==> src/rtl/bcd_serial_addsub.sv <==
// bcd_serial_addsub: digit-serial BCD adder/subtractor.
// Operands arrive least significant digit first, one digit pair per accepted
// cycle. Subtraction adds the nine's complement of B and seeds the carry with 1,
// so a final carry of 1 means A >= B.
//
// Handshake: a digit pair is consumed on every rising edge where
// valid_in && ready. ready is high only in RUN. Each consumed pair yields
// exactly one valid_out pulse on the next cycle. valid_in is never back-pressured
// inside RUN.
//
// Timing: the last result digit appears in the DONE cycle. done and cout are
// registered off DONE, so they appear one cycle later, in the first IDLE cycle.
//
// Optional feature: define BCD_SERIAL_ADDSUB_CHECK_EN to flag non-BCD input
// digits on err. err is sticky until the next start.
// In that build a non-BCD B digit is complemented as 15-b when subtracting.
module bcd_serial_addsub #(
    parameter int DIGITS = 4
) (
    input  logic       clock,
    input  logic       reset,
    input  logic       start,
    input  logic       sub,
    input  logic       valid_in,
    input  logic [3:0] a3_a0,
    input  logic [3:0] b3_b0,
    output logic       ready,
    output logic [3:0] s3_s0,
    output logic       valid_out,
    output logic       done,
    output logic       cout,
    output logic       err,
    output logic [1:0] state_dbg
);

    typedef enum logic [1:0] {
        IDLE = 2'd0,
        RUN  = 2'd1,
        DONE = 2'd2
    } state_t;

    localparam logic [4:0] LAST = 5'(DIGITS - 1);

    state_t     state_q, state_d;
    logic [4:0] count_q;
    logic       carry_q;
    logic       sub_q;
    logic       accept;
    logic       last_pair;
    logic [3:0] b_eff;
    logic [4:0] raw_sum;
    logic [3:0] digit_d;
    logic       carry_d;

    assign accept    = (state_q == RUN) && valid_in;
    assign last_pair = (count_q == LAST);
    assign ready     = (state_q == RUN);
    assign state_dbg = state_q;

    // State register.
    always_ff @(posedge clock or posedge reset) begin
        if (reset) begin
            state_q <= IDLE;
        end else begin
            state_q <= state_d;
        end
    end

    // Next-state logic. start is ignored outside IDLE.
    always_comb begin
        state_d = state_q;
        case (state_q)
            IDLE:    if (start) state_d = RUN;
            RUN:     if (accept && last_pair) state_d = DONE;
            DONE:    state_d = IDLE;
            default: state_d = IDLE;
        endcase
    end

    // Digit adder. b_eff is the complemented B digit when subtracting.
    // Any raw sum above 9 is corrected by +6 and produces a carry.
    always_comb begin
        b_eff = b3_b0;
        if (sub_q) begin
`ifdef BCD_SERIAL_ADDSUB_CHECK_EN
            b_eff = (b3_b0 > 4'd9) ? (4'd15 - b3_b0) : (4'd9 - b3_b0);
`else
            b_eff = 4'd9 - b3_b0;
`endif
        end
        raw_sum = {1'b0, a3_a0} + {1'b0, b_eff} + {4'b0000, carry_q};
        digit_d = raw_sum[3:0];
        carry_d = 1'b0;
        if (raw_sum > 5'd9) begin
            digit_d = raw_sum[3:0] + 4'd6;
            carry_d = 1'b1;
        end
    end

    // Datapath registers: operation, carry, digit counter and result outputs.
    always_ff @(posedge clock or posedge reset) begin
        if (reset) begin
            sub_q     <= 1'b0;
            carry_q   <= 1'b0;
            count_q   <= 5'd0;
            s3_s0     <= 4'd0;
            valid_out <= 1'b0;
            done      <= 1'b0;
            cout      <= 1'b0;
        end else begin
            valid_out <= accept;
            done      <= (state_q == DONE);
            if ((state_q == IDLE) && start) begin
                sub_q   <= sub;
                carry_q <= sub;
                count_q <= 5'd0;
                cout    <= 1'b0;
            end
            if (accept) begin
                s3_s0   <= digit_d;
                carry_q <= carry_d;
                count_q <= count_q + 5'd1;
            end
            if (state_q == DONE) begin
                cout <= carry_q;
            end
        end
    end

`ifdef BCD_SERIAL_ADDSUB_CHECK_EN
    logic digit_bad;
    assign digit_bad = (a3_a0 > 4'd9) || (b3_b0 > 4'd9);

    // Sticky flag for non-BCD input digits. Cleared at start.
    always_ff @(posedge clock or posedge reset) begin
        if (reset) begin
            err <= 1'b0;
        end else if ((state_q == IDLE) && start) begin
            err <= 1'b0;
        end else if (accept && digit_bad) begin
            err <= 1'b1;
        end
    end
`else
    assign err = 1'b0;
`endif

endmodule

==> config.mk <==
export PLATFORM = sky130hd
export DESIGN_NAME = bcd_serial_addsub
export DESIGN_NICKNAME = d
export VERILOG_FILES = /design/src/rtl/bcd_serial_addsub.sv
export SDC_FILE = /design/constraint.sdc
export NUM_CORES = 1
export LEC_CHECK = 0
export CAP_MARGIN = 40
export CORE_MARGIN = 1
export CORE_UTILIZATION = 30
export CTS_CLUSTER_SIZE = 8
export DETAILED_ROUTE_END_ITERATION = 8
export PLACE_DENSITY_LB_ADDON = 0.1
export SLEW_MARGIN = 20
export SYNTH_ARGS = -nofsm -noshare
export SYNTH_HDL_FRONTEND = slang
export SYNTH_SLANG_ARGS = --single-unit
export TNS_END_PERCENT = 30
==> constraint.sdc <==
create_clock -name clock -period 5.1 [get_ports clock]
set_clock_uncertainty 0.15 [all_clocks]
set_input_delay 1.02 -clock clock [delete_from_list [all_inputs] [get_ports clock]]
set_output_delay 1.02 -clock clock [all_outputs]
set_load 0.02 [all_outputs]
==> run metrics, run 1 <==
RSZ-0062 raised after global routing=false; fin crit share=0.708; starting density of the core=0.322; syn_nets=136; # rows=21; Post-Syn Area per Cell=roughly 9.6 um2; Tot GR Track Use=0.127; Worst Setup Start Kind=primary input; CP Class=in2reg; I/O pin total=24; Crit path required time=5.14 ns; worst-skew pair later-pin latency=0.28 ns; CTS root buffer=clkbuf_4; # nets final=159; commonest cells after routing, fill and taps aside=clkdlybuf4s50_1, dfrtp_1, o21ai_0; final setup TNS=0 ns; Tightest Pin Transition=around 0.66 ns; CP Max Fanout=5; GR Util met2=0.202; placed wire-length estimate=1.77 mm; final WL=2.26 mm; CTS Hold Bufs=0; Netlist cell types=39; layout cells sized above 1=0.124; outcome=finished clean; Worst setup EP type=flop; diode count=0; CTS buffer count=3; maximum VDD drop=a little over 0.2 mV; Seq/Total Area, Yosys=0.364; CTS sink cnt=16; area delta synth->final=25.4%; PwrDens=roughly 540 nW/um2; Iter 0 DRT Violations=36; GRT Residual Overflow=0; max-slew violation count=0; Final ANT Viol Nets=0; CTS max path bufs=2; initial antenna violation count=0; GR Util met3=0.0237; Post-Layout Cell Count=around 180; fraction of registers with async set/reset=1.00; number of flops mapped to enable cells by yosys=0; CP arrival=3.65 ns; Leak Pwr=0.598 nW; core area=3420 um2; Syn Inst Count=115; met1 usage=0.167; RD Place Congestion=0.807; vias in the first global route=between 800 and 900; cell count after placement=179; Syn Std Cell Area=approximately 1100 um2; Rel. slew slack=0.559; PortBufs=22; H-tree depth=1; #FFs+latches synth=16; final hold violations=0; vias=862; post-cts resize count=0; gr busiest metal=met2; Layout Utilization=0.404; Post-CTS Setup Inserts=0; die area=3910 um2; CTS tree=built; largest net degree at the start of global routing=17; worst hold slack=about 0.34 ns; DR WL/cell=around 12 um; Fmax=277 MHz; die height=62.5 um; Layout fillers=374; first-pass GRT wire length=3.89 mm; total power=approximately 0.74 mW; Final min period=3.61 ns; DRC viols=0; Final Setup Violations=0; Avg Vias per Cell=4.71; top_reg_cell synth=dfrtp_1; Max Cap Viol=0; yosys warns=0; width of the chip=62.5 um; Pre-antenna DRT Iters=4; leading cell type in the layout, fill and taps excluded=clkdlybuf4s50_1; CTS clk-pin slew, worst paths=around 0.1 ns; Hold Crit Class=reg2reg
## path summary, 6_finish.rpt
path,startpoint,end,slack (ns),cells past startpoint
max in group asynchronous,reset,count_q[0]$_DFFE_PP0P_,3.40,2
worst max register to register,sub_q$_DFFE_PP0P_,s3_s0[2]$_DFFE_PP0P_,2.27,11
worst min-delay path,count_q[4]$_DFFE_PP0P_,state_dbg[1]$_DFFE_PP0P_,0.34,1
min in group asynchronous,reset,cout$_DFFE_PP0P_,0.97,2
worst max-delay path,b3_b0[1],s3_s0[2]$_DFFE_PP0P_,1.49,13
worst min register to register,count_q[4]$_DFFE_PP0P_,state_dbg[1]$_DFFE_PP0P_,0.34,1
## area by class of cell
class	instances	area, um2	area share
Multi-Input combinational cell	86	631	0.457
Tap cell	46	57.6	0.0417
Inverter	9	33.8	0.0245
Clock buffer	4	36.3	0.0263
Timing Repair Buffer	22	220	0.160
Sequential cell	16	400	0.290
## state kept, by name, summed over array words and instances (netlist names)
signal     flops
sub_q          1
valid_out      1
state_dbg      2
done           1
count_q        5
s3_s0          4
carry_q        1
cout           1
## cells in the mapped netlist, drive strengths merged, types with 2 or more instances
| library cell | instances | share of area |
|---|---|---|
| a21oi | 6 | 0.034 |
| buf | 4 | 0.032 |
| dfrtp | 16 | 0.36 |
| fa | 2 | 0.036 |
| ha | 6 | 0.068 |
| inv | 9 | 0.031 |
| mux2 | 2 | 0.020 |
| nand2 | 15 | 0.056 |
| nand2b | 2 | 0.011 |
| nand3 | 5 | 0.023 |
| nand4 | 2 | 0.011 |
| nor2 | 8 | 0.027 |
| nor2b | 2 | 0.018 |
| nor3 | 2 | 0.0091 |
| o21ai | 15 | 0.079 |
| xnor2 | 3 | 0.024 |
| xor2 | 2 | 0.033 |
## report_power, final
part	switching [mW]	internal (mW)
clock network	0.0402	0.0434
logic	0.235	0.197
registers	0.0490	0.175
total	0.324	0.416
## routing by layer
metal / routed length [um] / part of all wire
met5: 0 / 0
met4: 0 / 0
met3: 53 / 0.023
met2: 1120 / 0.50
met1: 1090 / 0.48
## critical path, stage by stage
cell and delay (ns):
clkdlybuf4s50_1 0.54, inv_1 0.06, ha_1 0.29, nand2_1 0.06
o21ai_0 0.07, ha_1 0.37, xnor2_1 0.37, ha_1 0.30
inv_1 0.08, o21ai_0 0.12, nor4b_2 0.20, a21oi_1 0.06
o32ai_1 0.10
## metrics by stage
| step | area (um2) | setup slack [ns] |
|---|---|---|
| 6_report | 1380 | 1.49 |
| 5_1_grt | 1380 | 1.24 |
| 4_1_cts | 1380 | 1.47 |
| 3_5_place_dp | 1340 | 1.17 |
| 3_3_place_gp | 1340 | 1.26 |
| 2_1_floorplan | 1100 | 1.89 |
## logic make-up (layout without fill, tap and decap cells)
| kind of cell | Yosys count | after routing | synth area share |
|---|---|---|---|
| adders and majority gates | 8 | 8 | 0.105 |
| DFF | 16 | 16 | 0.364 |
| muxes | 3 | 3 | 0.0296 |
| and+or+nand+nor | 41 | 41 | 0.208 |
| other | 1 | 1 | 0.00341 |
| buffers and inverters | 13 | 35 | 0.0626 |
| AOI/OAI and AO/OA | 28 | 28 | 0.171 |
| xor gates and xnor gates | 5 | 5 | 0.0569 |
No activity file was read; power rests on OpenSTA's default activity.
==> run 2: changes to the inputs <==
==> constraint.sdc (replaced) <==
create_clock -name clock -period 3.5 [get_ports clock]
set_clock_uncertainty 0.15 [all_clocks]
set_input_delay 0.7 -clock clock [delete_from_list [all_inputs] [get_ports clock]]
set_output_delay 0.7 -clock clock [all_outputs]
set_load 0.02 [all_outputs]
==> run 2 against run 1 <==
Net effect: routed wire length is 3.7% lower; cell area is 1.1% higher; non-clock buffer count is 2 higher; hold slack better by 0.0032 ns; power is 47% higher; global-route usage is 0.27 points higher.
==> run metrics, run 2 (synthesized netlist as in run 1, its figures left out) <==
outcome=finished clean (unchanged); Final ANT Viol Nets=0 (unchanged); vias=881 (was 862); maximum VDD drop=0.314 mV (was 0.203 mV); CTS tree=built (unchanged); post-cts resize count=0 (unchanged); final hold violations=0 (unchanged); Pre-antenna DRT Iters=4 (unchanged); # rows=21 (unchanged); Worst setup EP type=flop (unchanged); RD Place Congestion=0.828 (was 0.807); Hold Crit Class=reg2reg (unchanged); diode count=0 (unchanged); DR WL/cell=11.8 um (was 12.4 um); RSZ-0062 raised after global routing=false (unchanged); CTS buffer count=3 (unchanged); initial antenna violation count=0 (unchanged); PortBufs=22 (unchanged); area delta synth->final=26.7% (was 25.4%); width of the chip=62.5 um (unchanged); Reg area=400 um2 (unchanged); vias in the first global route=849 (was 865); CTS Hold Bufs=0 (unchanged); I/O pin total=24 (unchanged); CTS sink cnt=16 (unchanged); Top reg by flops=count_q (unchanged); Tot GR Track Use=0.129 (was 0.127); final WL=2.18 mm (was 2.26 mm); Max Cap Viol=0 (unchanged); commonest cells after routing, fill and taps aside=clkdlybuf4s50_1, dfrtp_1, o21ai_0 (unchanged); total power=1.09 mW (was 0.740 mW); leading cell type in the layout, fill and taps excluded=clkdlybuf4s50_1 (unchanged); fin crit share=0.914; DRC viols=0 (unchanged); Largest register FFs=5 (unchanged); Tightest Pin Transition=0.639 ns (was 0.661 ns); CTS max path bufs=2 (unchanged); CTS clk-pin slew, worst paths=0.11 ns (was 0.10 ns); starting density of the core=0.322 (unchanged); CP Max Fanout=5 (unchanged); Avg Vias per Cell=4.76 (was 4.71); Fmax=313 MHz; Leak Pwr=0.608 nW (was 0.598 nW); layout cells sized above 1=0.137 (was 0.124); Worst Setup Start Kind=primary input (unchanged); Final min period=3.20 ns; placed cell areas=1360 um2 (was 1340 um2); CP arrival=3.24 ns (was 3.65 ns); Post-CTS Setup Inserts=0 (unchanged); GRT Residual Overflow=0 (unchanged); Rel. slew slack=0.573 (was 0.559); first-pass GRT wire length=3.97 mm (was 3.89 mm); worst-skew pair later-pin latency=0.29 ns (was 0.28 ns); max-slew violation count=0 (unchanged); Final Cell Area=1390 um2 (was 1380 um2); core area=3420 um2 (unchanged); Final Setup Violations=0 (unchanged); Crit path required time=3.54 ns (was 5.14 ns); largest net degree at the start of global routing=17 (unchanged); Iter 0 DRT Violations=51 (was 36); PwrDens=783 nW/um2 (was 537 nW/um2); CP Class=in2reg (unchanged); multi-input logic area=631 um2 (unchanged); placed wire-length estimate=1.74 mm (was 1.77 mm); CTS root buffer=clkbuf_4 (unchanged); die area=3910 um2 (unchanged); # nets final=161 (was 159); H-tree depth=1 (unchanged); Layout fillers=360 (was 374); die height=62.5 um (unchanged)
[run 2: cell types whose count changed in the layout (fill, tap and decap cells not counted), sizes merged]
cell,previous run,this run
buf,0,2
[run 2: area by class of cell]
type,count,area share
clock buffer,4,0.0260
inverter,9,0.0242
timing repair buffer,24,0.169
tap,46,0.0413
multi-input combinational,86,0.452
sequential,16,0.287
[run 2: per-stage QoR]
| step | TNS (ns) | setup WS [ns] | cells | hold WS [ns] | utilization |
|---|---|---|---|---|---|
| 2_1_floorplan | 0 | 0.607 | 115 | 0.308 | - |
| 3_3_place_gp | 0 | 0.108 | 181 | 0.313 | 0.397 |
| 3_5_place_dp | -0.0159 | -0.0159 | 181 | 0.323 | 0.397 |
| 4_1_cts | 0 | 0.288 | 185 | 0.351 | 0.408 |
| 5_1_grt | 0 | 0.0824 | 185 | 0.374 | 0.408 |
| 6_report | 0 | 0.302 | 185 | 0.348 | 0.408 |
[run 2: per-layer routing]
| layer | global-route usage | part of all wire | vias up | routed length [um] |
|---|---|---|---|---|
| li1 | - | - | 448 | - |
| met1 | 0.165 | 0.48 | 416 | 1040 |
| met2 | 0.209 | 0.47 | 15 | 1030 |
| met3 | 0.0237 | 0.040 | 2 | 88 |
| met4 | 0.0610 | 0.013 | 0 | 28 |
| met5 | 0 | 0 | - | 0 |
[run 2: worst max-delay path: stages]
cell             delay [ns]
clkdlybuf4s50_1        0.47
inv_1                  0.05
ha_1                   0.29
nand2_1                0.06
o21ai_0                0.07
ha_1                   0.36
xnor2_1                0.35
ha_1                   0.30
inv_1                  0.07
o21ai_0                0.12
nor4b_2                0.23
a21oi_1                0.07
o32ai_1                0.10
[run 2: path summary, 6_finish.rpt]
path / slack (ns) / depth (start not counted) / start / endpoint
setup / recovery: 0.30 / 13 / b3_b0[1] / s3_s0[2]$_DFFE_PP0P_
hold / removal: 0.35 / 1 / count_q[4]$_DFFE_PP0P_ / state_dbg[1]$_DFFE_PP0P_
setup reg to reg: 0.74 / 11 / sub_q$_DFFE_PP0P_ / s3_s0[2]$_DFFE_PP0P_
hold reg to reg: 0.35 / 1 / count_q[4]$_DFFE_PP0P_ / state_dbg[1]$_DFFE_PP0P_
max in group asynchronous: 2.15 / 2 / reset / s3_s0[0]$_DFFE_PP0P_
min in group asynchronous: 0.64 / 2 / reset / done$_DFF_PP0_
[run 2: report_power, final]
part	leakage [nW]	switching, mW	internal (mW)
Combinational	0.387	0.343	0.296
Clock	0.0210	0.0629	0.0633
Sequential	0.200	0.0712	0.255
Total	0.608	0.477	0.614
==> run 3: changes to the inputs <==
--- a/config.mk
+++ b/config.mk
@@ -7,7 +7,7 @@
 export LEC_CHECK = 0
 export CAP_MARGIN = 40
 export CORE_MARGIN = 1
-export CORE_UTILIZATION = 30
+export CORE_UTILIZATION = 25
 export CTS_CLUSTER_SIZE = 8
 export DETAILED_ROUTE_END_ITERATION = 8
 export PLACE_DENSITY_LB_ADDON = 0.1
==> run 3 against run 2 <==
Net effect: non-clock buffer count unchanged; setup slack better by 0.029 ns; critical path type unchanged; first-iteration DRC count shrank 45%; routed wire length increased by 7.7%; clock-buffer cell count did not move; cell area grew 2.2%; utilization is 6.2 points lower; register-to-register slack improved by 0.04 ns; hold slack got worse by 0.0035 ns; final cell count is 2.2% higher; sequential share of layout area is 0.63 points lower; via count up 0.45%.
==> run metrics, run 3 (synthesized netlist as in run 1, its figures left out) <==
layout cells sized above 1=0.144 (was 0.137); Pre-antenna DRT Iters=4 (unchanged); starting density of the core=0.267 (was 0.322); leading cell type in the layout, fill and taps excluded=clkdlybuf4s50_1 (unchanged); width of the chip=68.3 um (was 62.5 um); maximum VDD drop=0.216 mV (was 0.314 mV); Final Setup Violations=0 (unchanged); GRT Residual Overflow=0 (unchanged); placed cell areas=1360 um2 (about the same); PortBufs=22 (unchanged); Iter 0 DRT Violations=28 (was 51); Largest register FFs=5 (unchanged); CTS sink cnt=16 (unchanged); Crit path required time=3.50 ns (was 3.54 ns); met3 wire len=61 um (was 88 um); H-tree depth=1 (unchanged); vias in the first global route=864 (was 849); Tot GR Track Use=0.118 (was 0.129); DRC viols=0 (unchanged); Top reg by flops=count_q (unchanged); final hold violations=0 (unchanged); Fmax=316 MHz (was 313 MHz); CTS buffer count=3 (unchanged); total length of routed met2 wires=1.23 mm (was 1.03 mm); CTS clk-pin slew, worst paths=0.07 ns (was 0.11 ns); worst-skew pair later-pin latency=0.25 ns (was 0.29 ns); Met1 Routed Length=1.03 mm (was 1.04 mm); placed wire-length estimate=1.85 mm (was 1.74 mm); Final Cell Area=1430 um2 (was 1390 um2); Rel. slew slack=0.573 (about the same); diode count=0 (unchanged); commonest cells after routing, fill and taps aside=clkdlybuf4s50_1, dfrtp_1, o21ai_0 (unchanged); Worst Setup Start Kind=primary input (unchanged); Worst setup EP type=flop (unchanged); max layer used=met4 (unchanged); CP arrival=3.17 ns (was 3.24 ns); Tightest Pin Transition=0.639 ns (about the same); RSZ-0062 raised after global routing=false (unchanged); initial antenna violation count=0 (unchanged); area delta synth->final=29.6% (was 26.7%); outcome=finished clean (unchanged); DR WL/cell=12.4 um (was 11.8 um); CTS tree=built (unchanged); largest net degree at the start of global routing=17 (unchanged); # rows=23 (was 21); Leak Pwr=0.621 nW (was 0.608 nW); CP Class=in2reg (unchanged); first-pass GRT wire length=3.95 mm (was 3.97 mm); I/O pin total=24 (unchanged); Max Cap Viol=0 (unchanged); Final ANT Viol Nets=0 (unchanged); die height=68.3 um (was 62.5 um); Hold Crit Class=reg2reg (unchanged); CP Max Fanout=5 (unchanged); core area=4120 um2 (was 3420 um2); CTS root buffer=clkbuf_8 (was clkbuf_4); fin crit share=0.905 (was 0.914); CTS max path bufs=2 (unchanged); max-slew violation count=0 (unchanged); # nets final=161 (unchanged); CTS Hold Bufs=0 (unchanged); die area=4670 um2 (was 3910 um2); final WL=2.35 mm (was 2.18 mm); Avg Vias per Cell=4.68 (was 4.76); RD Place Congestion=0.708 (was 0.828); Final min period=3.17 ns (was 3.20 ns); final setup TNS=0 ns (unchanged); PwrDens=800 nW/um2 (was 783 nW/um2); vias=885 (was 881)
[run 3: cell counts in the layout (fill, tap and decap cells not counted)]
Identical to the previous run, type by type.
[run 3: layout make-up]
cell class	count	area, um2
Fill cell	423	2690
Sequential cell	16	400
Clock buffer	4	55.1
Tap cell	50	62.6
Timing Repair Buffer	24	235
Multi-Input combinational cell	86	638
Inverter	9	33.8
[run 3: what timing repair did]
| action | CTS | global route |
|---|---|---|
| setup endpoints to repair | 0 | 1 |
| buffers inserted | 0 | 0 |
| gates resized for setup | 0 | 1 |
[run 3: path summary, 6_finish.rpt]
check,to,slack [ns],cells past startpoint,startpoint
min,s3_s0[0]$_DFFE_PP0P_,0.34,2,s3_s0[0]$_DFFE_PP0P_
max in group asynchronous,s3_s0[2]$_DFFE_PP0P_,2.10,2,reset
max,s3_s0[2]$_DFFE_PP0P_,0.33,13,b3_b0[1]
max reg2reg,s3_s0[2]$_DFFE_PP0P_,0.78,11,sub_q$_DFFE_PP0P_
min reg2reg,s3_s0[0]$_DFFE_PP0P_,0.34,2,s3_s0[0]$_DFFE_PP0P_
min in group asynchronous,done$_DFF_PP0_,0.68,2,reset
[run 3: power breakdown]
part / switching [mW] / leakage, nW / total [mW] / internal [mW]
combinational: 0.344 / 0.393 / 0.646 / 0.302
clock: 0.0667 / 0.0288 / 0.167 / 0.0998
sequential: 0.0715 / 0.200 / 0.327 / 0.256
[run 3: per-layer routing]
| metal | GRT usage | vias to the layer above |
|---|---|---|
| li1 | - | 445 |
| met2 | 0.197 | 16 |
| met3 | 0.0200 | 2 |
| met4 | 0.0703 | 0 |
| met5 | 0 | - |
| met1 | 0.139 | 422 |
[run 3: stage by stage]
stage / setup WS [ns] / util / power, mW / hold slack [ns] / std cells
after floorplan: 0.607 / - / 0.790 / 0.308 / 115
after global placement: 0.103 / 0.331 / 0.971 / 0.325 / 185
after detailed placement: -0.0507 / 0.331 / 0.979 / 0.330 / 185
after CTS: 0.208 / 0.344 / 1.15 / 0.345 / 189
after global routing: 0.0862 / 0.346 / 1.25 / 0.374 / 189
final: 0.331 / 0.346 / 1.14 / 0.344 / 189
[run 3: worst max-delay path, stage by stage]
cell             delay [ns]
clkdlybuf4s50_1        0.48
inv_1                  0.05
ha_1                   0.28
nand2_1                0.06
o21ai_0                0.07
ha_1                   0.38
xnor2_2                0.27
ha_1                   0.26
inv_1                  0.07
o21ai_0                0.14
nor4b_2                0.25
a21oi_1                0.07
o32ai_1                0.10
